`src/rtl/fetch_unit.sv`:
```
// fetch_unit: instruction fetch with a one-entry skid register and branch redirect.
// Stale responses to a request issued before a taken branch are dropped in DISCARD.
module fetch_unit #(
    parameter logic [31:0] RESET_PC = 32'h0000_0000
) (
    input  logic        clock,
    input  logic        reset_n,
    output logic        imem_req,
    output logic [31:0] imem_addr,
    input  logic        imem_ack,
    input  logic [31:0] imem_rdata,
    input  logic        branch_in,
    input  logic        zero_in,
    input  logic [31:0] branch_imm,
    input  logic [31:0] branch_pc4,
    input  logic        stall_in,
    output logic [31:0] instr_out,
    output logic [31:0] pc_out,
    output logic [31:0] pc_plus4_out,
    output logic        valid_out
);
    typedef enum logic [1:0] {FETCH, HOLD, DISCARD} state_t;

    state_t      state_q;
    logic        req_q, valid_q;
    logic [31:0] addr_q, instr_q, pc_q, pc4_q, skid_instr_q, skid_pc_q, tgt_q;
    logic        taken, consumed, ack;
    logic [31:0] target;

    assign taken        = branch_in & zero_in;
    assign target       = branch_pc4 + (branch_imm << 2);
    assign consumed     = valid_q & ~stall_in;
    assign ack          = imem_ack & req_q;
    assign imem_req     = req_q;
    assign imem_addr    = addr_q;
    assign instr_out    = instr_q;
    assign pc_out       = pc_q;
    assign pc_plus4_out = pc4_q;
    assign valid_out    = valid_q;

    always_ff @(posedge clock or negedge reset_n) begin
        if (!reset_n) begin
            state_q      <= FETCH;
            req_q        <= 1'b0;
            valid_q      <= 1'b0;
            addr_q       <= RESET_PC;
            instr_q      <= '0;
            pc_q         <= '0;
            pc4_q        <= '0;
            skid_instr_q <= '0;
            skid_pc_q    <= '0;
            tgt_q        <= '0;
        end else begin
            req_q <= 1'b1;
            if (taken) begin
                valid_q      <= 1'b0;
                skid_instr_q <= '0;
                skid_pc_q    <= '0;
                // With nothing in flight the target can be requested directly
                if (ack || !req_q) begin
                    state_q <= FETCH;
                    addr_q  <= target;
                end else begin
                    state_q <= DISCARD;
                    tgt_q   <= target;
                end
            end else begin
                case (state_q)
                    FETCH: begin
                        if (ack && (!valid_q || consumed)) begin
                            instr_q <= imem_rdata;
                            pc_q    <= addr_q;
                            pc4_q   <= addr_q + 32'd4;
                            valid_q <= 1'b1;
                            addr_q  <= addr_q + 32'd4;
                        end else if (ack) begin
                            skid_instr_q <= imem_rdata;
                            skid_pc_q    <= addr_q;
                            state_q      <= HOLD;
                            req_q        <= 1'b0;
                        end else if (consumed) begin
                            valid_q <= 1'b0;
                        end
                    end
                    HOLD: begin
                        if (consumed) begin
                            instr_q <= skid_instr_q;
                            pc_q    <= skid_pc_q;
                            pc4_q   <= skid_pc_q + 32'd4;
                            addr_q  <= skid_pc_q + 32'd4;
                            state_q <= FETCH;
                        end else begin
                            req_q <= 1'b0;
                        end
                    end
                    DISCARD: begin
                        if (ack) begin
                            state_q <= FETCH;
                            addr_q  <= tgt_q;
                        end
                    end
                    default: state_q <= FETCH;
                endcase
            end
        end
    end
endmodule
```
`config.mk`:
```
export PLATFORM = sky130hd
export DESIGN_NAME = fetch_unit
export DESIGN_NICKNAME = d
export VERILOG_FILES = /design/src/rtl/fetch_unit.sv
export SDC_FILE = /design/constraint.sdc
export NUM_CORES = 1
export LEC_CHECK = 0
export BUFFER_PORTS_ARGS = -buffer_cell sky130_fd_sc_hd__buf_4
export CAP_MARGIN = 20
export CORE_UTILIZATION = 61
export CTS_BUF_LIST = sky130_fd_sc_hd__clkbuf_16
export DETAILED_ROUTE_END_ITERATION = 6
export GPL_TIMING_DRIVEN = 0
export PLACE_DENSITY = 0.86
export SLEW_MARGIN = 30
export SYNTH_ARGS = -nofsm -noshare
export SYNTH_HDL_FRONTEND = slang
export SYNTH_SLANG_ARGS = --single-unit
```
`constraint.sdc`:
```
create_clock -name clock -period 6.3 [get_ports clock]
set_input_delay 1.26 -clock clock [delete_from_list [all_inputs] [get_ports clock]]
set_output_delay 1.26 -clock clock [all_outputs]
set_load 0.005 [all_outputs]
```
==> reports/summary.txt, run 1 <==
CTS
--------------------------------------------------------------------------------------------------
Clk_lat worst skew                                                                         0.52 ns
Number of buffers added for setup after CTS                                                      0
Clock sink count                                                                               226
Total number of H-tree levels                                                                    1
Clock transition time at the flip-flop clock pins of the worst setup and hold paths        0.06 ns
Cts-stage hold buffer count                                                                      0
Longest Clk Path Bufs                                                                            3
Clock buffer count from CTS                                                                     24
Post-CTS sizing                                                                                  0
Clock tree from TritonCTS                                                                    built
Clock root buffer master                                                              sky130_fd_sc_hd__clkbuf_16

TIMING
--------------------------------------------------------------------------------------------------
Part of the cycle the worst path needs                                                       0.588
Final hold slack                                                                          0.470 ns
Setup Skew                                                                               0.0201 ns
Sum Neg Setup Slack                                                                           0 ns
Number of hold violations in the final report                                                    0
Setup violations, final                                                                          0
RSZ-0062 raised after global routing                                                            no
Final slew viol count                                                                            0
Headroom to the max-slew limit                                                               0.334
Worst-margin pin slew                                                                     0.998 ns
Final critical delay including setup and external delays                                   3.70 ns
Maximum clock rate                                                                         270 MHz

SETUP PATH
--------------------------------------------------------------------------------------------------
Kind of capture point of the worst setup path                                             register
Logic depth of the worst register-to-register path                                              10
Startpoint-to-endpoint class of the critical path                                           in2reg
Cell occurring most often along the worst timing path                                 sky130_fd_sc_hd__a41o_1
Endpoint arrival time on the critical path                                                 4.08 ns
Crit path from                                                                        branch_imm[0]
Maximum net fanout on the critical path                                                          4
Delay of the slowest critical-path stage                                                   0.44 ns
Launching point of the worst reg2reg path                                               state_q[0]
Slowest-stage cell, CP                                                                sky130_fd_sc_hd__a311oi_1
Required time at the endpoint of the critical path                                         6.67 ns
Category of the worst setup path launch point                                           input port
Cell-by-cell listing of the critical path                                             buf_4 > ha_1 > inv_1 > fa_1 > nor2b_1 > o211ai_1 > a311oi_1 > o21a_2 > a41o_1 > a41o_1 > o32ai_1 > nor3_1 > o31ai_1

HOLD PATH
--------------------------------------------------------------------------------------------------
Number of instances on the worst hold path                                                       2
Hold Path Origin                                                                      pc_plus4_out[4]
Hold/Removal Path Class                                                                    reg2reg

DRT
--------------------------------------------------------------------------------------------------
Antenna viol nets, final                                                                         0
Average wire length per cell after detail routing                                          20.1 um
Top Metal Used                                                                                met4
Vias                                                                                         12640
Met3 wire length                                                                           4.47 mm
Initial DRC count                                                                             1349
Via count normalized by instance count                                                        6.17
Wl on met1                                                                                 16.5 mm
Count of TritonRoute iterations in the first routing pass                                        7
Total length of routed met2 wires                                                          18.7 mm
Drt total wl                                                                               41.1 mm
Total DRC errors in the routed layout                                                            7

FLOORPLAN
--------------------------------------------------------------------------------------------------
Die Width                                                                                   147 um
Starting density of the core                                                                 0.627
Io pins                                                                                        232
Vertical extent of the die                                                                  147 um
Area of the die                                                                       0.0216 sq mm
Cell row count                                                                                  52
Core footprint                                                                        0.0204 sq mm

RUN STATUS
--------------------------------------------------------------------------------------------------
Result of the run                                                                     complete, but fails checks
Violated checks                                                                                DRC

GLOBAL ROUTE
--------------------------------------------------------------------------------------------------
Antenna violations before repair                                                                 0
Total gr overflow                                                                                0
Global router's overall resource usage                                                       0.381
Maximum number of pins on one net before global-route repair                                    93
Number of global-route vias before repair                                                    11981
First-pass GRT wire length                                                                 64.7 mm

PLACED DESIGN
--------------------------------------------------------------------------------------------------
Count of buffers from port buffering                                                           229
DP Wirelength                                                                              30.3 mm
Cells after DPL                                                                               2006
Final Wtd Congestion                                                                         0.951

SYNTH
--------------------------------------------------------------------------------------------------
Ys flop type                                                                          sky130_fd_sc_hd__dfrtp_1
Commonest cells post-synth                                                            sky130_fd_sc_hd__nand2_1, sky130_fd_sc_hd__dfrtp_1, sky130_fd_sc_hd__o21ai_0
Ys Warns                                                                                         0
Count of flip-flops with a built-in enable after synthesis                                       0
Cell taking the most area after synthesis                                             sky130_fd_sc_hd__dfrtp_1
Combined area of all synthesized cells                                                0.0128 sq mm
Async set-or-reset flop fraction in the synthesized netlist                                   1.00
Post-synthesis sequential element count                                                        226
Leading cell type by number of instances after synthesis                              sky130_fd_sc_hd__nand2_1
Share of Yosys cell area claimed by the top area cell type                                   0.441
Cell variety after synth                                                                        69
Register area share after synthesis                                                          0.441
Gate Count Post-Synth                                                                         1505
Post-synthesis net count                                                                      1642
Post-synthesis average cell area                                                        8.51 sq um
Largest cells by area after synthesis                                                 sky130_fd_sc_hd__dfrtp_1, sky130_fd_sc_hd__nand2_1, sky130_fd_sc_hd__o21ai_0, sky130_fd_sc_hd__mux2i_1, sky130_fd_sc_hd__a21oi_1

PWR
--------------------------------------------------------------------------------------------------
Power per standard cell area                                                           427 mW/mm^2
Worst supply voltage drop on vdd                                                            182 uV
Static leakage                                                                             7.12 nW
Total power consumption of the routed design                                               6.69 mW

LAYOUT
--------------------------------------------------------------------------------------------------
Fillcell total                                                                                1487
Multi-input gate area                                                                 0.00669 sq mm
Number of antenna diodes                                                                         0
Number of cells in the finished layout apart from fillers                                     2047
Net count, final                                                                              1899
Synthesis-to-layout area growth                                                              22.2%
Fraction of final layout cells with drive strength greater than 1                            0.167
Sequential cell area                                                                  0.00566 sq mm

JOB
--------------------------------------------------------------------------------------------------
MaxCap Viol Count                                                                                0

==> final cells by class <==
class | count | share of cell area
buffer | 101 | 0.0249
clock buffer | 25 | 0.0399
clock inverter | 16 | 0.00623
inverter | 23 | 0.00551
multi-input combinational | 1155 | 0.427
sequential | 226 | 0.361
tap | 270 | 0.0216
timing repair buffer | 231 | 0.114
==> sequential cells by signal, summed over array words and instances (netlist names) <==
register,cells
pc_plus4_out,30
imem_addr,32
pc_out,32
imem_req,1
valid_out,1
instr_out,32
tgt_q,32
state_q,2
skid_instr_q,32
skid_pc_q,32
==> routing by layer <==
layer  up-vias  global-route usage
met5         -                   0
met4         0               0.123
met3       121              0.0770
met2       793               0.604
met1      6009               0.528
li1       5717                   -
==> kinds of logic after synthesis <==
| family | after synthesis | share of synthesized area |
|---|---|---|
| buffers and inverters | 124 | 0.0372 |
| DFF | 226 | 0.441 |
| adders and majority gates | 35 | 0.0348 |
| AOI/OAI and AO/OA | 401 | 0.183 |
| muxes | 78 | 0.0619 |
| and+or+nand+nor | 558 | 0.185 |
| xor gates and xnor gates | 83 | 0.0567 |
==> critical path, delay by kind of cell <==
family	cells	cell delay [ns]
buf+inv	2	0.14
fa+ha+maj	2	0.58
compound gates	7	1.55
simple gates	2	0.53
==> placed cells by master, fill, tap and decap left out, types with 4 or more instances in the layout <==
cell type                   count
sky130_fd_sc_hd__a21boi_0       9
sky130_fd_sc_hd__nand2b_1      10
sky130_fd_sc_hd__xor2_1        39
sky130_fd_sc_hd__clkbuf_1      85
sky130_fd_sc_hd__a21o_1        17
sky130_fd_sc_hd__or3_1          4
sky130_fd_sc_hd__clkinv_2       5
sky130_fd_sc_hd__o211ai_1      10
sky130_fd_sc_hd__and3_1        12
sky130_fd_sc_hd__inv_1         29
sky130_fd_sc_hd__a31oi_1        6
sky130_fd_sc_hd__xnor2_1       44
sky130_fd_sc_hd__ha_1          34
sky130_fd_sc_hd__and2_1         7
sky130_fd_sc_hd__mux2i_1       68
sky130_fd_sc_hd__a21oi_1      131
sky130_fd_sc_hd__o22a_1         4
sky130_fd_sc_hd__nand4_1       19
sky130_fd_sc_hd__and4_1         4
sky130_fd_sc_hd__dfrtp_1      226
sky130_fd_sc_hd__nor2b_1        5
sky130_fd_sc_hd__nor3_1        13
sky130_fd_sc_hd__a22oi_1       11
sky130_fd_sc_hd__buf_4        230
sky130_fd_sc_hd__clkbuf_16     25
sky130_fd_sc_hd__a211oi_1       4
sky130_fd_sc_hd__buf_1         11
sky130_fd_sc_hd__o21ai_0      164
sky130_fd_sc_hd__nor2_1        60
sky130_fd_sc_hd__mux2_2        10
sky130_fd_sc_hd__a222oi_1       4
sky130_fd_sc_hd__nand3_1       26
sky130_fd_sc_hd__nand2_1      385
==> power breakdown <==
group          internal, mW  switching, mW  leakage [nW]
sequential             1.98          0.541          2.90
combinational          1.24           1.61          3.83
clock                 0.752          0.571         0.383
==> per-stage QoR <==
| step | util | cell area [sq um] | setup WS, ns |
|---|---|---|---|
| 2_1_floorplan | - | 12800 | 2.77 |
| 3_3_place_gp | 0.728 | 14900 | 2.15 |
| 5_1_grt | 0.767 | 15700 | 2.33 |
| 3_5_place_dp | 0.731 | 14900 | 2.15 |
| 6_report | 0.767 | 15700 | 2.60 |
| 4_1_cts | 0.766 | 15700 | 2.67 |
==> final timing paths <==
| check | endpoint | slack, ns |
|---|---|---|
| max | imem_addr[22] | 2.60 |
| min | pc_plus4_out[4] | 0.47 |
| min in group asynchronous | imem_addr[5] | 0.68 |
| min reg2reg | pc_plus4_out[4] | 0.47 |
| max reg2reg | instr_out[25] | 2.76 |
| max in group asynchronous | instr_out[0] | 4.78 |
No activity file was read; power rests on OpenSTA's default activity.
==> inputs of run 2 (changes only) <==
Settings changed: ABC_AREA set to 1, CORE_UTILIZATION 61 to 52, PLACE_DENSITY 0.86 to 0.78.
Clock period 6.3 ns to 3 ns, I/O delays scaled along.
==> run 2 against run 1 <==
Effect of this change: the flow still finishes with violations (DRC); register-to-register slack lost 2.4 ns; sequential share of layout area shrank 2.7 points; first-iteration DRC count grew 23%; combinational power grew to 2.6 times the previous value; non-clock buffer count shrank 19; worst setup slack lost 2.2 ns; core utilization shrank 12 points; critical path depth shrank 3; wire length grew 22%.
==> reports/summary.txt, run 2 <==
SYNTH
--------------------------------------------------------------------------------------------------
Post-synthesis sequential element count                                                        226   unchanged
Ys flop type                                                                          sky130_fd_sc_hd__dfrtp_1
Leading cell type by number of instances after synthesis                              sky130_fd_sc_hd__nand2_1
Post-synthesis average cell area                                                        6.86 sq um   -19%
Register area share after synthesis                                                          0.406   -0.0349
Commonest cells post-synth                                                            sky130_fd_sc_hd__nand2_1, sky130_fd_sc_hd__nor2_1, sky130_fd_sc_hd__dfrtp_1, sky130_fd_sc_hd__inv_1, sky130_fd_sc_hd__nand3_1
Post-synthesis net count                                                                      2164   +32%
Ys Warns                                                                                         0   unchanged
Largest cells by area after synthesis                                                 sky130_fd_sc_hd__dfrtp_1, sky130_fd_sc_hd__nand2_1, sky130_fd_sc_hd__nor2_1, sky130_fd_sc_hd__inv_1, sky130_fd_sc_hd__nand3_1
Cell taking the most area after synthesis                                             sky130_fd_sc_hd__dfrtp_1
Combined area of all synthesized cells                                                0.0139 sq mm   +8.6%
Gate Count Post-Synth                                                                         2027   +35%
Async set-or-reset flop fraction in the synthesized netlist                                   1.00   unchanged
Cell variety after synth                                                                        37   -46%
Count of flip-flops with a built-in enable after synthesis                                       0   unchanged
Share of Yosys cell area claimed by the top area cell type                                   0.406   -0.0349

CTS
--------------------------------------------------------------------------------------------------
Cts-stage hold buffer count                                                                      0   unchanged
Clock transition time at the flip-flop clock pins of the worst setup and hold paths        0.06 ns   about the same
Clock tree from TritonCTS                                                                    built
Clk_lat worst skew                                                                         0.55 ns   +0.03 ns
Clock sink count                                                                               226   unchanged
Post-CTS sizing                                                                                  0   unchanged
Clock root buffer master                                                              sky130_fd_sc_hd__clkbuf_16
Clock buffer count from CTS                                                                     26   +8.3%
Longest Clk Path Bufs                                                                            3   unchanged
Total number of H-tree levels                                                                    1   unchanged
Number of buffers added for setup after CTS                                                      0   unchanged

TIMING
--------------------------------------------------------------------------------------------------
Headroom to the max-slew limit                                                               0.476   +0.142
Setup Skew                                                                               0.0254 ns   +0.00531 ns
Setup violations, final                                                                          0   unchanged
Number of hold violations in the final report                                                    0   unchanged
Part of the cycle the worst path needs                                                       0.864
RSZ-0062 raised after global routing                                                            no
Least setup slack across all paths after layout                                           0.408 ns   -2.19 ns
Maximum clock rate                                                                         386 MHz
Sum Neg Setup Slack                                                                           0 ns   unchanged
Worst-margin pin slew                                                                     0.786 ns   -0.213 ns
Final critical delay including setup and external delays                                   2.59 ns
Final slew viol count                                                                            0   unchanged

SETUP PATH
--------------------------------------------------------------------------------------------------
Logic depth of the worst register-to-register path                                              10   unchanged
Launching point of the worst reg2reg path                                               state_q[0]
Reg2reg setup slack                                                                        0.41 ns   -2.35 ns
Endpoint of the worst setup timing path                                               imem_addr[8]
Destination of the worst register-to-register timing path                             imem_addr[8]
Endpoint arrival time on the critical path                                                 2.98 ns   -1.10 ns
Category of the worst setup path launch point                                             register
Crit path from                                                                          state_q[0]
Maximum net fanout on the critical path                                                         10   +6
Startpoint-to-endpoint class of the critical path                                          reg2reg
Required time at the endpoint of the critical path                                         3.39 ns   -3.28 ns
Kind of capture point of the worst setup path                                             register

PLACED DESIGN
--------------------------------------------------------------------------------------------------
Final Wtd Congestion                                                                         0.996   +4.7%
Post-Place Setup Slack                                                                    0.444 ns   -1.71 ns
DP Wirelength                                                                              39.7 mm   +31%
Count of buffers from port buffering                                                           229   unchanged
Cells after DPL                                                                               2593   +29%

DRT
--------------------------------------------------------------------------------------------------
Total DRC errors in the routed layout                                                           30   +23
Drt total wl                                                                               50.1 mm   +22%
Antenna viol nets, final                                                                         0   unchanged
Average wire length per cell after detail routing                                          19.0 um   -5.3%
Vias                                                                                         14599   +15%
Initial DRC count                                                                             1662   +23%
Via count normalized by instance count                                                        5.53   -10%
Count of TritonRoute iterations in the first routing pass                                        7   unchanged

LAYOUT
--------------------------------------------------------------------------------------------------
Commonest cells after routing, fill and taps aside                                    sky130_fd_sc_hd__nand2_1, sky130_fd_sc_hd__buf_4, sky130_fd_sc_hd__inv_1, sky130_fd_sc_hd__nor2_1, sky130_fd_sc_hd__dfrtp_1
Net count, final                                                                              2423   +28%
Synthesis-to-layout area growth                                                              21.6%
Number of cells in the finished layout apart from fillers                                     2639   +29%
Number of antenna diodes                                                                         0   unchanged
Fillcell total                                                                                2413   +62%
Commonest non-fill, non-tap cell in the layout                                        sky130_fd_sc_hd__nand2_1
Fraction of final layout cells with drive strength greater than 1                            0.150   -0.0164

PWR
--------------------------------------------------------------------------------------------------
Worst supply voltage drop on vdd                                                            474 uV   +160%
Power per standard cell area                                                           956 mW/mm^2   +120%
Static leakage                                                                             8.46 nW   +19%

FLOORPLAN
--------------------------------------------------------------------------------------------------
Area of the die                                                                       0.0274 sq mm   +27%
Cell row count                                                                                  59   +13%
Core footprint                                                                        0.0261 sq mm   +28%
Starting density of the core                                                                 0.532   -0.0948
Die Width                                                                                   166 um   +13%
Io pins                                                                                        232   unchanged
Vertical extent of the die                                                                  166 um   +13%

HOLD PATH
--------------------------------------------------------------------------------------------------
Hold/Removal Path Class                                                                   in2async

GLOBAL ROUTE
--------------------------------------------------------------------------------------------------
Number of global-route vias before repair                                                    13538   +13%
First-pass GRT wire length                                                                 74.9 mm   +16%
Maximum number of pins on one net before global-route repair                                    83   -11%
Antenna violations before repair                                                                 0   unchanged
Global router's overall resource usage                                                       0.363   -0.0178
Total gr overflow                                                                                0   unchanged

RUN STATUS
--------------------------------------------------------------------------------------------------
Violated checks                                                                                DRC
Result of the run                                                                     complete, but fails checks

JOB
--------------------------------------------------------------------------------------------------
MaxCap Viol Count                                                                                0   unchanged

-- run 2: cell count changes after synthesis, sizes merged, moves of 68 or more --
| cell | change |
|---|---|
| a21oi | -71 |
| a31oi | +90 |
| inv | +210 |
| mux2i | -68 |
| nand2 | +307 |
| nand3 | +118 |
| nor2 | +186 |
-- run 2: kinds of logic (layout without fill, tap and decap cells) --
kind of cell	count (synthesis)	count (layout)	synth area share
simple gates	1119	1119	0.330
buf+inv	316	593	0.0909
compound gates	304	304	0.123
flops	226	226	0.406
fa+ha+maj	35	35	0.0320
xor+xnor	27	27	0.0170
-- run 2: through the flow --
step	total power, mW	hold WS, ns	utilization	instance area, sq um
final	16.2	0.0190	0.648	16900
after global routing	17.1	0.0709	0.648	16900
after CTS	16.0	0.0472	0.648	16900
after detailed placement	12.9	0.465	0.617	16100
after global placement	12.7	0.467	0.614	16100
after floorplan	9.42	0.304	-	13900
-- run 2: how the worst min path moves through the flow --
| stage | startpoint | to | slack [ns] | cells past startpoint |
|---|---|---|---|---|
| after floorplan | reset_n | imem_addr[0] | 0.30 | 0 |
| after global placement | tgt_q[5] | tgt_q[5] | 0.47 | 2 |
| after detailed placement | tgt_q[26] | tgt_q[26] | 0.47 | 2 |
| after CTS | reset_n | instr_out[6] | 0.05 | 1 |
| after global routing | reset_n | instr_out[6] | 0.07 | 1 |
| final | reset_n | instr_out[6] | 0.02 | 1 |
-- run 2: area by class of cell --
cell class              instances  area (sq um)  share of cell area
inverters                     234           878              0.0519
flip-flops and latches        226          5660               0.334
clock inverters                20           155             0.00917
clock buffers                  26           651              0.0385
plain buffers                  82           387              0.0228
multi-input cells            1485          6990               0.413
repair buffers                231          1780               0.105
well taps                     335           419              0.0248
-- run 2: critical path, cell delays in order (launching register included) --
cell	delay, ns
sky130_fd_sc_hd__dfrtp_1	0.34
sky130_fd_sc_hd__inv_1	0.07
sky130_fd_sc_hd__ha_1	0.55
sky130_fd_sc_hd__inv_2	0.17
sky130_fd_sc_hd__nor2_2	0.34
sky130_fd_sc_hd__inv_2	0.19
sky130_fd_sc_hd__buf_2	0.23
sky130_fd_sc_hd__a21oi_1	0.20
sky130_fd_sc_hd__nand2_1	0.08
sky130_fd_sc_hd__o2111ai_1	0.12
sky130_fd_sc_hd__o21ai_0	0.14
-- run 2: report_power, final --
part           switching [mW]  total, mW  internal (mW)
Combinational            4.44       7.43           2.99
Clock                    1.32       3.07           1.74
Sequential               1.33       5.68           4.35
-- run 2: routing by layer --
metal | share of wire | track usage
met1 | 0.41 | 0.479
met2 | 0.47 | 0.601
met3 | 0.076 | 0.0492
met4 | 0.040 | 0.147
met5 | 0 | 0
